## config.mk

```make
export PLATFORM = sky130hd
export DESIGN_NAME = centroid_tracker
export DESIGN_NICKNAME = d
export VERILOG_FILES = /design/src/rtl/gesture_pkg.sv /design/src/rtl/seq_divider.sv /design/src/rtl/centroid_tracker.sv
export SDC_FILE = /design/constraint.sdc
export NUM_CORES = 1
export LEC_CHECK = 0
export ABC_AREA = 1
export CAP_MARGIN = 0
export CORE_MARGIN = 2
export CORE_UTILIZATION = 55
export DETAILED_ROUTE_END_ITERATION = 16
export PLACE_DENSITY = 0.75
export SYNTH_ARGS = -nofsm -noshare
export SYNTH_HDL_FRONTEND = slang
export SYNTH_SLANG_ARGS = --single-unit
```

## constraint.sdc

```tcl
create_clock -name clock -period 4.5 [get_ports clock]
set_input_delay 1.35 -clock clock [delete_from_list [all_inputs] [get_ports clock]]
set_output_delay 1.35 -clock clock [all_outputs]
set_load 0.02 [all_outputs]
```

## src/rtl/gesture_pkg.sv

```systemverilog
// Shared definitions for the gesture pipeline: centroid FSM states and the
// default active-area size that the gesture FSMs also use for region lines.
package gesture_pkg;

    typedef enum logic [1:0] {
        ACCUM   = 2'd0,
        DIVIDE  = 2'd1,
        PUBLISH = 2'd2
    } centroid_state_t;

    localparam int DEFAULT_MAX_X = 1024;
    localparam int DEFAULT_MAX_Y = 768;

endpackage

```

## src/rtl/seq_divider.sv

```systemverilog
// Restoring unsigned divider, one quotient bit per clock. The first bit is
// produced on the start edge itself, so a WIDTH-bit quotient takes WIDTH
// edges including the start edge; done pulses on the cycle after the last one.
module seq_divider #(
    parameter int WIDTH = 31
) (
    input  logic             clock,
    input  logic             reset_n,
    input  logic             start,
    input  logic [WIDTH-1:0] dividend,
    input  logic [WIDTH-1:0] divisor,
    output logic             busy,
    output logic             done,
    output logic [WIDTH-1:0] quotient
);

    localparam int CW = $clog2(WIDTH + 1);

    // dq_reg: remaining dividend bits leave at the top, quotient bits enter at the bottom
    logic [WIDTH-1:0] rem_reg, rem_next;
    logic [WIDTH-1:0] dq_reg, dq_next;
    logic [WIDTH-1:0] dvs_reg;
    logic [CW-1:0]    cnt_reg;
    logic             busy_reg, done_reg;
    logic             load;
    logic [WIDTH-1:0] rem_in, dq_in, dvs_in;
    logic [WIDTH:0]   trial, diff;

    assign load = start & ~busy_reg;

    // One restoring step, fed either by fresh operands (start) or by the running state
    always_comb begin
        rem_in = load ? '0       : rem_reg;
        dq_in  = load ? dividend : dq_reg;
        dvs_in = load ? divisor  : dvs_reg;
        trial  = {rem_in, dq_in[WIDTH-1]};
        diff   = trial - {1'b0, dvs_in};
        if (trial >= {1'b0, dvs_in}) begin
            rem_next = diff[WIDTH-1:0];
            dq_next  = {dq_in[WIDTH-2:0], 1'b1};
        end else begin
            rem_next = trial[WIDTH-1:0];
            dq_next  = {dq_in[WIDTH-2:0], 1'b0};
        end
    end

    // Iteration state; reset aborts any division in flight
    always_ff @(posedge clock) begin
        if (!reset_n) begin
            rem_reg  <= '0;
            dq_reg   <= '0;
            dvs_reg  <= '0;
            cnt_reg  <= '0;
            busy_reg <= 1'b0;
            done_reg <= 1'b0;
        end else begin
            done_reg <= 1'b0;
            if (load) begin
                rem_reg  <= rem_next;
                dq_reg   <= dq_next;
                dvs_reg  <= divisor;
                cnt_reg  <= CW'(WIDTH - 1);
                busy_reg <= 1'b1;
            end else if (busy_reg) begin
                rem_reg <= rem_next;
                dq_reg  <= dq_next;
                cnt_reg <= cnt_reg - 1'b1;
                if (cnt_reg == CW'(1)) begin
                    busy_reg <= 1'b0;
                    done_reg <= 1'b1;
                end
            end
        end
    end

    assign busy     = busy_reg;
    assign done     = done_reg;
    assign quotient = dq_reg;

endmodule

```

## src/rtl/centroid_tracker.sv

```systemverilog
// Per-frame centroid of thresholded pixels. Sums and a match count run
// continuously; each frame_end snapshots them, and the FSM either divides
// (enough matches) or publishes a zero "not found" result. Outputs hold
// between frames.
module centroid_tracker
    import gesture_pkg::*;
#(
    parameter int H_WIDTH    = 11,
    parameter int V_WIDTH    = 10,
    parameter int MAX_X      = DEFAULT_MAX_X,
    parameter int MAX_Y      = DEFAULT_MAX_Y,
    parameter int CNT_WIDTH  = 20,
    parameter int SUM_WIDTH  = 31,
    parameter int MIN_PIXELS = 64
) (
    input  logic               clock,
    input  logic               reset_n,
    input  logic               pixel_valid,
    input  logic [H_WIDTH-1:0] hcount,
    input  logic [V_WIDTH-1:0] vcount,
    input  logic               pixel_match,
    input  logic               frame_end,
    output logic [15:0]        x,
    output logic [15:0]        y,
    output logic               found,
    output logic               centroid_valid,
    output logic               overrun
);

    if (MIN_PIXELS < 1) begin : g_min_pixels_check
        $error("centroid_tracker: MIN_PIXELS must be at least 1");
    end

    localparam logic [H_WIDTH:0]     X_LIMIT   = (H_WIDTH + 1)'(MAX_X);
    localparam logic [V_WIDTH:0]     Y_LIMIT   = (V_WIDTH + 1)'(MAX_Y);
    localparam logic [CNT_WIDTH-1:0] MIN_COUNT = CNT_WIDTH'(MIN_PIXELS);

    centroid_state_t state_reg, state_next;

    logic                           pix_hit;
    logic                           fe_accept, fe_collide, fe_pending_reg;
    logic                           count_ok;
    logic [CNT_WIDTH-1:0]           count_reg, count_acc, snap_cnt_reg;
    logic [1:0][SUM_WIDTH-1:0]      coord_ext, div_quot;
    logic [1:0]                     div_busy, div_done;
    logic                           div_start, pub_load, pub_found;
    logic [15:0]                    x_reg, y_reg;
    logic                           found_reg, overrun_reg;

    assign pix_hit = pixel_valid & pixel_match &
                     ({1'b0, hcount} < X_LIMIT) & ({1'b0, vcount} < Y_LIMIT);

    // A frame_end is only taken while idle with nothing queued; otherwise its frame is dropped
    assign fe_accept  = frame_end & (state_reg == ACCUM) & ~fe_pending_reg;
    assign fe_collide = frame_end & ~fe_accept;

    assign coord_ext[0] = SUM_WIDTH'(hcount);
    assign coord_ext[1] = SUM_WIDTH'(vcount);
    assign count_acc    = count_reg + CNT_WIDTH'(pix_hit);
    assign count_ok     = snap_cnt_reg >= MIN_COUNT;

    genvar gi;
    generate
        for (gi = 0; gi < 2; gi++) begin : g_axis
            logic [SUM_WIDTH-1:0] sum_reg, sum_acc, snap_reg;

            // The pixel on the frame_end cycle still belongs to the closing frame
            assign sum_acc = sum_reg + (pix_hit ? coord_ext[gi] : '0);

            // Per-axis running sum, cleared at every frame boundary
            always_ff @(posedge clock) begin
                if (!reset_n) begin
                    sum_reg  <= '0;
                    snap_reg <= '0;
                end else begin
                    sum_reg <= frame_end ? '0 : sum_acc;
                    if (fe_accept) begin
                        snap_reg <= sum_acc;
                    end
                end
            end

            seq_divider #(
                .WIDTH(SUM_WIDTH)
            ) u_div (
                .clock   (clock),
                .reset_n (reset_n),
                .start   (div_start),
                .dividend(snap_reg),
                .divisor (SUM_WIDTH'(snap_cnt_reg)),
                .busy    (div_busy[gi]),
                .done    (div_done[gi]),
                .quotient(div_quot[gi])
            );
        end
    endgenerate

    // Match counter, frame snapshot and the accepted-frame handoff flag
    always_ff @(posedge clock) begin
        if (!reset_n) begin
            count_reg      <= '0;
            snap_cnt_reg   <= '0;
            fe_pending_reg <= 1'b0;
        end else begin
            count_reg      <= frame_end ? '0 : count_acc;
            fe_pending_reg <= fe_accept;
            if (fe_accept) begin
                snap_cnt_reg <= count_acc;
            end
        end
    end

    // FSM state register
    always_ff @(posedge clock) begin
        if (!reset_n) begin
            state_reg <= ACCUM;
        end else begin
            state_reg <= state_next;
        end
    end

    // Next state, divider start and result-load strobes
    always_comb begin
        state_next = state_reg;
        div_start  = 1'b0;
        pub_load   = 1'b0;
        pub_found  = 1'b0;
        case (state_reg)
            ACCUM: begin
                if (fe_pending_reg) begin
                    if (count_ok) begin
                        state_next = DIVIDE;
                        div_start  = 1'b1;
                    end else begin
                        state_next = PUBLISH;
                        pub_load   = 1'b1;
                    end
                end
            end
            DIVIDE: begin
                if ((&div_done) && !(|div_busy)) begin
                    state_next = PUBLISH;
                    pub_load   = 1'b1;
                    pub_found  = 1'b1;
                end
            end
            PUBLISH: state_next = ACCUM;
            default: state_next = ACCUM;
        endcase
    end

    // Result registers load on entry to PUBLISH so they change together with centroid_valid
    always_ff @(posedge clock) begin
        if (!reset_n) begin
            x_reg       <= '0;
            y_reg       <= '0;
            found_reg   <= 1'b0;
            overrun_reg <= 1'b0;
        end else begin
            if (pub_load) begin
                x_reg     <= pub_found ? 16'(div_quot[0]) : 16'd0;
                y_reg     <= pub_found ? 16'(div_quot[1]) : 16'd0;
                found_reg <= pub_found;
            end
            if (fe_collide) begin
                overrun_reg <= 1'b1;
            end
        end
    end

    assign x              = x_reg;
    assign y              = y_reg;
    assign found          = found_reg;
    assign centroid_valid = (state_reg == PUBLISH);
    assign overrun        = overrun_reg;

endmodule

```

==> impl.org, run 1 <==
** Outcome
- Status :: finished, final reports clean

** Cells and area
- Layout overhead on the synthesized area :: 13.0%
- After the last flow step, the layout net total stands at 3,406.
- In the layout the commonest cells are sky130_fd_sc_hd__nand2_1 (684), sky130_fd_sc_hd__inv_1 (558), sky130_fd_sc_hd__dfxtp_1 (401), sky130_fd_sc_hd__nor2_1 (359), sky130_fd_sc_hd__o21ai_0 (233).
- The layout has 3,549 filler cells.
- Most common cell after layout, fill and taps aside :: sky130_fd_sc_hd__nand2_1
- Cells with a size suffix above 1 make up 6.89% of the layout.
- Antenna diode count :: 0

** Floorplanning
- Core footprint :: 39,500 um^2
- The floorplan step set the die width to 204 um.
- The floorplan step set the die height to 204 um.
- The initial utilization of the core area, before any placement, comes to 55.6%.
- The initialized floorplan defines 73 standard-cell rows.
- Floorplan die area :: 41,600 um^2
- For this design the top-level I/O count stands at 61.

** Critical path
- Arrival time worst endpoint :: 4610 ps
- Worst reg2reg setup slack :: 360 ps
- Worst endpoint required time :: 4970 ps
- STA classifies the critical path startpoint as a flip-flop.
- Class of the most critical setup path :: reg -> reg
- Highest net fanout along the worst path :: 68
- R2R Path End :: g_axis[1].u_div.rem_reg[4]
- The worst register-to-register path begins at snap_cnt_reg[19].
- Worst Setup End Kind :: flip-flop
- Depth of the worst register-to-register path :: 27

** Clocking
- TritonCTS clock tree :: done
- Max clock buf depth :: 3
- The root buffer cell chosen for the clock tree is sky130_fd_sc_hd__clkbuf_16.
- Clock latency on the worst-skew pair, taken at its later pin, is 580 ps.
- # clock sinks :: 401
- # Post-CTS Setup Buffers :: 0
- After clock tree synthesis, the clock-pin slew on the worst setup and hold paths is 60 ps.
- The clock tree synthesis step divided the H-tree into 2 levels.
- CTS Buf Count :: 42

** Global route
- Global routing finished with a remaining overflow of 0.
- Antenna violations before repair :: 0
- The first global-routing pass estimated 91.7 mm of wire.
- Via count of the first global-routing pass :: 19.3k
- GRT Util Overall :: 26.4%
- Entering global routing, the biggest net connects 87 pins.

** Synth
- Yosys printed 0 warnings.
- The synthesized design spends more area on one cell type than any other, namely sky130_fd_sc_hd__dfxtp_1.
- In the synthesized netlist, the number of instances is 3,252.
- Ranking of synthesized cells by area :: sky130_fd_sc_hd__dfxtp_1 (37%), sky130_fd_sc_hd__nand2_1 (12%), sky130_fd_sc_hd__inv_1 (9.6%), sky130_fd_sc_hd__nor2_1 (6.2%), sky130_fd_sc_hd__o21ai_0 (5.4%)
- The top cell type by area accounts for 36.5% of the synthesized area.
- A synthesized cell averages 6.76 um^2.
- The number of nets in the synthesized netlist is 3,369.
- Total of flip-flops plus latches after synthesis :: 401
- Synthesized cell area :: 22,000 um^2
- After synthesis, the netlist uses 60 different library cells.
- Register area share after synthesis :: 36.5%

** Timing
- Setup violations remaining at the end of the flow were counted as 0.
- Post-route clock period utilization :: 92.1%
- Transition at the pin with the smallest max-transition slack :: 1240 ps
- For the final database, setup skew stands at 18.0 ps.
- On the final layout, the worst hold slack is 454 ps.
- Max frequency :: 0.241 GHz
- Rel. slew slack :: 17.2%
- The number of endpoints with negative hold slack in the final report came to 0.
- RSZ-0062 raised after global routing :: false
- Final worst slack :: 355 ps
- After layout, the minimum clock period comes to 4140 ps.
- Number of max-slew violations in the final report :: 0

** Drt
- Initial DRC count :: 1,539
- DR DRC count :: 0
- Final wirelength :: 55.4 mm
- In the final routed layout, each cell accounts on average for 14.4 um.
- The pre-antenna-repair detailed-routing pass consisted of 6 iterations.
- For this block, the via count after detailed routing is 20.5k.
- Average vias per placed instance :: 5.33
- Count of antenna-violating nets left after detailed routing :: 0

** Min path
- In this run the most critical hold path is launched from g_axis[1].u_div.dvs_reg[29].
- Hold-critical path depth :: 2
- In this run the worst hold path is classified as reg -> reg.
- The path with the worst hold slack has its endpoint at g_axis[1].u_div.dvs_reg[29].

** Placed design
- Summed over all nets, the half-perimeter wirelength after detailed placement is 38.3 mm.
- Buffers placed on the I/O ports in this run total 60.
- GP Congestion :: 0.967
- OpenSTA, run right after detailed placement, puts the worst setup slack at -418 ps.

** Pwr
- Leakage component of the power :: 12.0 nW
- Max IR drop VDD :: 0.318 mV
- Cell Pwr Density :: 537 nW/um^2
- Sum of internal, switching and leakage power :: 13.3 mW

** Run
- Across the run, the number of max-cap violations was 0.
critical path, cell delays in order, from the launching register on:
cell,delay [ps]
sky130_fd_sc_hd__dfxtp_1,310
sky130_fd_sc_hd__nor2_1,110
sky130_fd_sc_hd__nand2_1,110
sky130_fd_sc_hd__nor2_4,200
sky130_fd_sc_hd__nand2_4,150
sky130_fd_sc_hd__nand3_4,170
sky130_fd_sc_hd__clkinv_1,140
sky130_fd_sc_hd__buf_12,220
sky130_fd_sc_hd__or2_2,300
sky130_fd_sc_hd__inv_1,70
sky130_fd_sc_hd__a21oi_1,50
sky130_fd_sc_hd__ha_1,250
sky130_fd_sc_hd__fa_1,410
sky130_fd_sc_hd__inv_1,70
sky130_fd_sc_hd__nand4_1,150
sky130_fd_sc_hd__nand2_2,150
sky130_fd_sc_hd__nand2_1,60
sky130_fd_sc_hd__nand2_1,140
sky130_fd_sc_hd__nand2_2,100
sky130_fd_sc_hd__nand3_2,90
sky130_fd_sc_hd__nand2_2,60
sky130_fd_sc_hd__nand2_2,70
sky130_fd_sc_hd__buf_4,250
sky130_fd_sc_hd__nand2_1,70
sky130_fd_sc_hd__o21ai_1,80
sky130_fd_sc_hd__nand2_1,70
sky130_fd_sc_hd__nand2_1,100
sky130_fd_sc_hd__inv_1,40
metal layers:
layer | share of wire (%) | global-route usage [%] | wire length, um | up-vias
met5 | 0 | 0 | 0 | -
met4 | 2.2 | 7.90 | 1200 | 0
met3 | 5.3 | 3.06 | 2960 | 80
met2 | 45 | 44.6 | 25200 | 537
met1 | 47 | 35.5 | 26100 | 9432
li1 | - | - | - | 10400
how the worst max path moves through the flow:
stage / depth (start not counted) / end / slack (ps) / from
final: 27 / g_axis[1].u_div.rem_reg[4] / 360 / snap_cnt_reg[19]
after global routing: 24 / g_axis[1].snap_reg[24] / 7 / vcount[9]
after CTS: 22 / g_axis[0].u_div.rem_reg[19] / 180 / snap_cnt_reg[19]
after detailed placement: 23 / g_axis[0].snap_reg[26] / -420 / vcount[9]
after global placement: 23 / g_axis[0].snap_reg[22] / -240 / vcount[9]
after floorplan: 23 / g_axis[0].snap_reg[26] / 20 / vcount[9]
final cells by class:
| cell class | instances | area [um^2] | area share (%) |
|---|---|---|---|
| clock buffer | 56 | 1190 | 4.81 |
| sequential | 401 | 8030 | 32.3 |
| timing repair buffer | 130 | 1180 | 4.74 |
| multi-input combinational | 2146 | 11300 | 45.4 |
| inverter | 568 | 2140 | 8.62 |
| tap | 525 | 657 | 2.65 |
| clock inverter | 21 | 353 | 1.42 |
timing repair:
action / 4_1_cts / 5_1_grt
endpoints found under the setup margin: 0 / 59
resized for setup: 0 / 14
endpoints found under the hold margin: 0 / 0
hold buffers: 0 / 0
cells in the mapped netlist (all sizes together):
master	instances
o31ai	2
o221a	2
and3	1
clkinv	4
o21a	12
o221ai	11
nor3	35
or2	13
o22ai	1
xor2	60
o211ai	53
a211oi	2
nand3b	8
a31o	2
dfxtp	401
a21o	4
a21oi	203
xnor2	34
o21ai	254
a2111oi	2
nor4	11
nand2	706
o21bai	16
o211a	1
and2	3
a31oi	43
nor2	370
ha	87
clkbuf	111
inv	564
conb	1
buf	27
nand4	65
nor4b	1
nand3	134
a21boi	3
or4	1
fa	4
cells by family after synthesis:
logic type | count (synthesis) | share of synthesized area, %
AO/OA/AOI/OAI | 611 | 15.8
XOR/XNOR | 94 | 3.75
adder cells (fa/ha/maj) | 91 | 5.32
buffers and inverters | 706 | 12.4
flip-flops | 401 | 36.5
other | 1 | 0.0171
AND/OR/NAND/NOR | 1348 | 26.1
through the flow:
step | cell area [um^2] | instances | TNS [ps] | utilization [%]
floorplan | 22000 | 3252 | 0 | -
global placement | 23200 | 3769 | -3500 | 58.7
detailed placement | 23200 | 3769 | -7990 | 58.7
CTS | 24800 | 3846 | 0 | 62.6
global route | 24800 | 3847 | 0 | 62.8
finish | 24800 | 3847 | 0 | 62.8
power breakdown:
group | internal (mW) | switching [mW]
clock | 2.39 | 1.50
combinational | 1.84 | 3.64
sequential | 3.84 | 0.131
Note: power is estimated with default switching activity, not from simulation.
==> run 2, diff against run 1 <==
--- a/config.mk
+++ b/config.mk
@@ -9,6 +9,7 @@
 export CAP_MARGIN = 0
 export CORE_MARGIN = 2
 export CORE_UTILIZATION = 55
+export CTS_BUF_LIST = sky130_fd_sc_hd__clkbuf_4 sky130_fd_sc_hd__clkbuf_8
 export DETAILED_ROUTE_END_ITERATION = 16
 export PLACE_DENSITY = 0.75
 export SYNTH_ARGS = -nofsm -noshare
==> impl.org, run 2 (synthesized netlist as in run 1, its figures left out) <==
** Outcome
- The flow ran to the end, and the final reports show no timing, DRC or antenna violations.

** Global route
- Via count of the first global-routing pass :: 19.5k
- The first global-routing pass estimated 92.0 mm of wire.
- GR Layer Usage met3 :: 3.91%
- met2 is the most crowded layer.
- Across every metal layer, demand over resource in global routing totals 26.5%.
- Met1 track demand over resource :: 35.1%
- Overall overflow remaining after global route :: 0
- Met2 layer usage reported by global route :: 44.6%
- Antenna violations before repair :: 0
- Entering global routing, the biggest net connects 87 pins.

** Drt
- In the final routed layout, each cell accounts on average for 14.1 um.
- Average vias per placed instance :: 5.28
- For this run, design rule violations remaining after detail routing come to 0.
- Once detail routing completed, the nets flagged for antenna violations numbered 0.
- Via count :: 20.5k
- Initial DRC count :: 1,374
- Pre-Repair DR Iteration Count :: 6
- Final wirelength :: 54.9 mm

** Clocking
- Gates resized during post-CTS repair numbered 0.
- Clock latency of the later-clocked register in the worst-skew pair :: 630 ps
- Max clock buf depth :: 3
- # clock sinks :: 401
- # Post-CTS Setup Buffers :: 0
- Clock tree synthesis inserted a total of 68 buffers.
- Clock-pin slew reported for the worst setup and hold paths after clock tree synthesis :: 60 ps
- The H-tree was split into 3 levels.
- In this run the clock root is driven by a sky130_fd_sc_hd__clkbuf_8.
- TritonCTS clock tree :: done
- After clock tree synthesis, the flow added hold-fix buffers numbering 0.

** Critical path
- The worst setup path is launched from a flip-flop.
- The worst setup path is of the reg -> reg kind.
- Worst endpoint required time :: 4980 ps
- STA classifies the critical path endpoint as a flip-flop.
- Data arrives at the worst endpoint at 4620 ps.
- In this run the worst path has a maximum fanout of 68.
- In this run the critical register-to-register path is launched from snap_cnt_reg[19].
- Critical Path Source :: snap_cnt_reg[19]

** Placed design
- Buffers added on ports :: 60
- Placement-stage cell area :: 23,200 um^2
- GP Congestion :: 0.967
- Placed cells :: 3,769
- Post-DP HPWL :: 38.3 mm

** Cells and area
- The repair_antennas step left the layout with diodes totalling 0.
- At the end of the flow, the number of nets in the layout was 3,431.
- Final standard cell count with taps included and fillers excluded :: 3,887
- The top cell types in the final layout, fill and taps aside, are sky130_fd_sc_hd__nand2_1 (684), sky130_fd_sc_hd__inv_1 (558), sky130_fd_sc_hd__dfxtp_1 (401), sky130_fd_sc_hd__nor2_1 (361), sky130_fd_sc_hd__o21ai_0 (234).
- Layout cells sized above 1 :: 8.06%
- From synthesis to final layout, the design area changed by 12.4%.
- Post-route design area :: 24,700 um^2
- Fill cells in the final layout number 3,599.
- Most common cell after layout, fill and taps aside :: sky130_fd_sc_hd__nand2_1

** Floorplanning
- Core footprint :: 39,500 um^2
- Placement row count :: 73
- The floorplan step defined a die boundary enclosing 41,600 um^2.
- Die height :: 204 um
- The initial utilization of the core area, before any placement, comes to 55.6%.
- 61 I/O pins were placed.
- In this run the horizontal extent of the chip is 204 um.

** Min path
- The worst hold path belongs to the class reg -> reg.
- Min-delay src :: g_axis[1].u_div.dvs_reg[29]

** Timing
- The number of max-slew violations in the final report came to 0.
- The worst path needs 4140 ps of the cycle, external delays included.
- Setup-failing EPs final :: 0
- Rel. slew slack :: 16.6%
- Hold Slack :: 455 ps
- In the finished design, the share of the clock period the worst path needs comes to 92.0%.
- Setup Skew :: 24.8 ps
- Final hold violations :: 0
- Derived from the worst setup path, the maximum achievable clock frequency is 0.242 GHz.
- Setup repair after global routing left no endpoint under its margin.
- Transition at the pin with the smallest max-transition slack :: 1250 ps

** Pwr
- IR analysis of the VDD net gives a maximum drop of 0.319 mV.
- After layout, the design draws a total of 12.9 mW.
- Summed over all cells, the static leakage comes to 12.0 nW.
- Cell Pwr Density :: 521 nW/um^2

** Run
- Max capacitance violation total :: 0
[run 2: cell types whose count changed in the layout (fill, tap and decap cells not counted), moves of 2 or more]
cell and change:
sky130_fd_sc_hd__inv_8 +2, sky130_fd_sc_hd__bufinv_16 -8, sky130_fd_sc_hd__clkbuf_4 +21, sky130_fd_sc_hd__nand3_2 -2, sky130_fd_sc_hd__inv_6 -2, sky130_fd_sc_hd__clkbuf_1 -5, sky130_fd_sc_hd__clkbuf_8 +76, sky130_fd_sc_hd__clkinvlp_4 +3
sky130_fd_sc_hd__clkbuf_16 -42, sky130_fd_sc_hd__nor2_1 +2, sky130_fd_sc_hd__clkinv_2 -2, sky130_fd_sc_hd__nor2_2 -2
[run 2: layout make-up]
type / count / area (um^2) / area share [%]
Sequential cell: 401 / 8030 / 32.5
Clock inverter: 12 / 105 / 0.426
Clock buffer: 106 / 1330 / 5.38
Multi-Input combinational cell: 2145 / 11300 / 45.6
Tap cell: 525 / 657 / 2.66
Inverter: 568 / 2140 / 8.66
Timing Repair Buffer: 130 / 1180 / 4.77
[run 2: stage by stage]
stage          setup TNS [ps]  worst slack (ps)  util (%)
6_report                    0               361      62.4
5_1_grt                     0              5.71      62.4
4_1_cts                     0               186      62.3
3_5_place_dp            -7990              -418      58.7
3_3_place_gp            -3500              -237      58.7
2_1_floorplan               0              23.4         -
[run 2: path summary, 6_finish.rpt]
path                                                     to  slack [ps]  cells past startpoint
worst min-delay path            g_axis[1].u_div.dvs_reg[29]         460                      2
worst min register to register  g_axis[1].u_div.dvs_reg[29]         460                      2
worst max-delay path            g_axis[1].u_div.rem_reg[10]         360                     25
worst max register to register  g_axis[1].u_div.rem_reg[10]         360                     25
[run 2: critical path, cell delays in order (launching register included)]
cell and delay [ps]:
sky130_fd_sc_hd__dfxtp_1 310, sky130_fd_sc_hd__nor2_1 110, sky130_fd_sc_hd__nand2_1 110, sky130_fd_sc_hd__nor2_4 200
sky130_fd_sc_hd__nand2_4 110, sky130_fd_sc_hd__nand3_4 210, sky130_fd_sc_hd__clkinv_1 180, sky130_fd_sc_hd__buf_12 230
sky130_fd_sc_hd__or2_2 300, sky130_fd_sc_hd__inv_1 70, sky130_fd_sc_hd__a21oi_1 50, sky130_fd_sc_hd__ha_1 250
sky130_fd_sc_hd__fa_1 410, sky130_fd_sc_hd__inv_1 70, sky130_fd_sc_hd__nand4_1 150, sky130_fd_sc_hd__nand2_2 150
sky130_fd_sc_hd__nand2_1 60, sky130_fd_sc_hd__nand2_1 140, sky130_fd_sc_hd__nand2_2 100, sky130_fd_sc_hd__nand3_2 90
sky130_fd_sc_hd__nand2_2 60, sky130_fd_sc_hd__nand2_2 70, sky130_fd_sc_hd__buf_4 240, sky130_fd_sc_hd__o21ai_0 110
sky130_fd_sc_hd__nor2_1 140, sky130_fd_sc_hd__nor2_1 50
[run 2: metal layers]
metal / share of wire [%] / vias up
met5: 0 / -
met4: 1.8 / 0
met3: 5.2 / 84
met2: 46 / 507
met1: 47 / 9424
li1: - / 10500
[run 2: report_power, final]
part,total (mW),switching [mW],internal (mW)
Clock,3.44,1.51,1.94
Sequential,3.97,0.131,3.84
Combinational,5.46,3.62,1.84
Total,12.9,5.26,7.62
==> run 3, diff against run 2 <==
--- a/config.mk
+++ b/config.mk
@@ -7,7 +7,6 @@
 export LEC_CHECK = 0
 export ABC_AREA = 1
 export CAP_MARGIN = 0
-export CORE_MARGIN = 2
 export CORE_UTILIZATION = 55
 export CTS_BUF_LIST = sky130_fd_sc_hd__clkbuf_4 sky130_fd_sc_hd__clkbuf_8
 export DETAILED_ROUTE_END_ITERATION = 16
==> impl.org, run 3 (synthesized netlist as in run 1, its figures left out) <==
** Outcome
- The run finished with clean final reports.

** Pwr
- Dividing total power by cell area gives a power density of 519 nW/um^2.
- Sum of internal, switching and leakage power :: 12.9 mW
- VDD sags by at most 0.325 mV.
- Leakage component of the power :: 12.1 nW

** Critical path
- Arrival time worst endpoint :: 4610 ps
- Max stage delay cell, worst path :: sky130_fd_sc_hd__fa_1
- The largest single stage delay on the critical path is 410 ps.
- STA classifies the critical path startpoint as an input pin.
- On the critical path the largest part of the delay comes from simple AND/OR/NAND/NOR gates.
- Worst Setup End Kind :: flip-flop
- Counting both buffers and inverters, the worst setup path holds a total of 7.
- Along the worst path, the maximum fanout reaches 4.
- Data on the critical path is required at its endpoint by 4990 ps.
- The worst setup path is of the in -> reg kind.

** Min path
- Type of the tightest min-delay check :: reg -> reg

** Clocking
- CTS saw 401 sinks.
- Depth of the CTS H-tree :: 3
- Clock-pin slew was measured on the worst setup and hold paths at 60 ps.
- TritonCTS clock tree :: done
- No sink is reached through more buffers than the 3 on the longest clock path.
- CTS Buf Count :: 68
- Clock latency of the later-clocked register in the worst-skew pair :: 620 ps
- The tree is rooted in a sky130_fd_sc_hd__clkbuf_8.

** Placed design
- OpenSTA, run right after detailed placement, puts the worst setup slack at -379 ps.
- After legalization and detailed placement, the total HPWL measured 38.6 mm.
- Placed cells :: 3,772
- Placement-stage cell area :: 23,300 um^2
- The congestion estimate from routability-driven global placement came to 0.980.
- In this run the tool buffered the top-level ports with 60 buffer cells.

** Drt
- Initial DRC count :: 1,402
- The routed layout has 20.5k vias.
- Wires add up to 54.7 mm.
- Mean routed wirelength per cell :: 14.0 um
- DR DRC count :: 0
- Pre-Repair DR Iteration Count :: 6
- Using the TritonRoute via totals, the vias-per-cell ratio works out to 5.28.
- The detail route stage leaves a number of antenna-violating nets equal to 0.

** Global route
- Pin count of the biggest net entering global routing :: 99
- For this run, the total global-route usage over all layers was measured as 26.9%.
- Via count of the first global-routing pass :: 19.7k
- The total overflow left after global routing is 0.
- Antenna violations before repair :: 0
- Global-route wire length before repair :: 92.1 mm

** Cells and area
- Final standard cell count with taps included and fillers excluded :: 3,893
- Fraction of the core area covered by cells at the end of the flow :: 63.5%
- The finished cells cover 24,800 um^2.
- Layout overhead on the synthesized area :: 12.7%
- Commonest cells after routing, fill and taps aside :: sky130_fd_sc_hd__nand2_1 (684), sky130_fd_sc_hd__inv_1 (558), sky130_fd_sc_hd__dfxtp_1 (401), sky130_fd_sc_hd__nor2_1 (361), sky130_fd_sc_hd__o21ai_0 (234)
- Leaving out fill and tap cells, the most frequent cell in the layout is sky130_fd_sc_hd__nand2_1.
- In the final layout, the share of cells above drive strength 1 is 8.39%.
- The repair_antennas step left the layout with diodes totalling 0.
- Count of nets after finishing :: 3,443

** Floorplanning
- The floorplan step defined a die boundary enclosing 40,700 um^2.
- The region available for standard cell placement spans 39,000 um^2.
- For this configuration, the core starts out at a cell density of 56.3%.
- From left edge to right edge, the die measures 202 um.
- 61 I/O pins were placed.
- Die height :: 202 um
- Placement row count :: 72

** Timing
- Max frequency :: 0.243 GHz
- In this run the tightest slew margin relative to its limit is 20.2%.
- The worst path meets setup with 380 ps of slack.
- Transition at the pin with the smallest max-transition slack :: 1200 ps
- The number of max-slew violations in the final report came to 0.
- Time the worst path needs with I/O delays and setup :: 4120 ps
- Hold Slack :: 457 ps
- Setup violations remaining at the end of the flow were counted as 0.
- Final hold violations :: 0
- Setup Skew :: 30.4 ps
- The final critical path takes up 91.5% of the cycle.
- After routing, the total negative slack on setup checks comes to 0 ps.

** Run
- The tool flagged a number of max-cap violations equal to 0.
[run 3: changes by cell type in the layout (fill, tap and decap cells not counted), moves of 2 or more]
cell,change
sky130_fd_sc_hd__clkbuf_4,+6
sky130_fd_sc_hd__clkinv_2,-3
sky130_fd_sc_hd__buf_4,+12
sky130_fd_sc_hd__clkinvlp_4,-2
[run 3: final timing paths]
check	slack, ps	startpoint	to	depth (start not counted)
max	380	vcount[9]	g_axis[1].sum_reg[30]	25
max reg2reg	400	snap_cnt_reg[13]	g_axis[0].u_div.rem_reg[6]	22
min	460	g_axis[0].u_div.dvs_reg[22]	g_axis[0].u_div.dvs_reg[22]	2
min reg2reg	460	g_axis[0].u_div.dvs_reg[22]	g_axis[0].u_div.dvs_reg[22]	2
[run 3: area by class of cell]
| class | instances | area, um^2 |
|---|---|---|
| Fill cell | 3638 | 14200 |
| Multi-Input combinational cell | 2145 | 11300 |
| Sequential cell | 401 | 8030 |
| Inverter | 568 | 2130 |
| Clock buffer | 112 | 1370 |
| Timing Repair Buffer | 142 | 1280 |
| Tap cell | 518 | 648 |
| Clock inverter | 7 | 50.0 |
[run 3: worst register-to-register path, cell delays in order, from the launching register on]
cell	delay, ps
sky130_fd_sc_hd__dfxtp_1	320
sky130_fd_sc_hd__nor2_1	110
sky130_fd_sc_hd__nand2_1	100
sky130_fd_sc_hd__nor2_4	180
sky130_fd_sc_hd__nand2_4	110
sky130_fd_sc_hd__nand3_4	180
sky130_fd_sc_hd__clkinv_1	120
sky130_fd_sc_hd__buf_4	230
sky130_fd_sc_hd__buf_4	190
sky130_fd_sc_hd__o21ai_0	290
sky130_fd_sc_hd__ha_1	370
sky130_fd_sc_hd__a21oi_1	310
sky130_fd_sc_hd__o221ai_1	220
sky130_fd_sc_hd__a21oi_1	190
sky130_fd_sc_hd__nand2_2	110
sky130_fd_sc_hd__nand2_2	100
sky130_fd_sc_hd__nand3_4	100
sky130_fd_sc_hd__nand2_4	120
sky130_fd_sc_hd__nand2_8	170
sky130_fd_sc_hd__nand2_1	170
sky130_fd_sc_hd__o21ai_0	90
sky130_fd_sc_hd__o21bai_1	160
sky130_fd_sc_hd__inv_1	50
[run 3: where the power goes]
part | internal [mW] | switching (mW) | leakage, nW
clock network | 1.92 | 1.47 | 0.758
logic | 1.83 | 3.65 | 8.07
registers | 3.84 | 0.134 | 3.27
total | 7.60 | 5.26 | 12.1
[run 3: per-layer routing]
metal / share of wire (%) / global-route usage (%) / vias to the layer above
met2: 45 / 43.9 / 515
met4: 2.1 / 9.06 / 0
met1: 47 / 36.2 / 9450
li1: - / - / 10500
met3: 6.0 / 4.03 / 76
met5: 0 / 0 / -
[run 3: what timing repair did]
action,4_1_cts,5_1_grt
hold buffers,0,0
gates resized for setup,0,8
setup endpoints to repair,0,76
buffers inserted,0,2
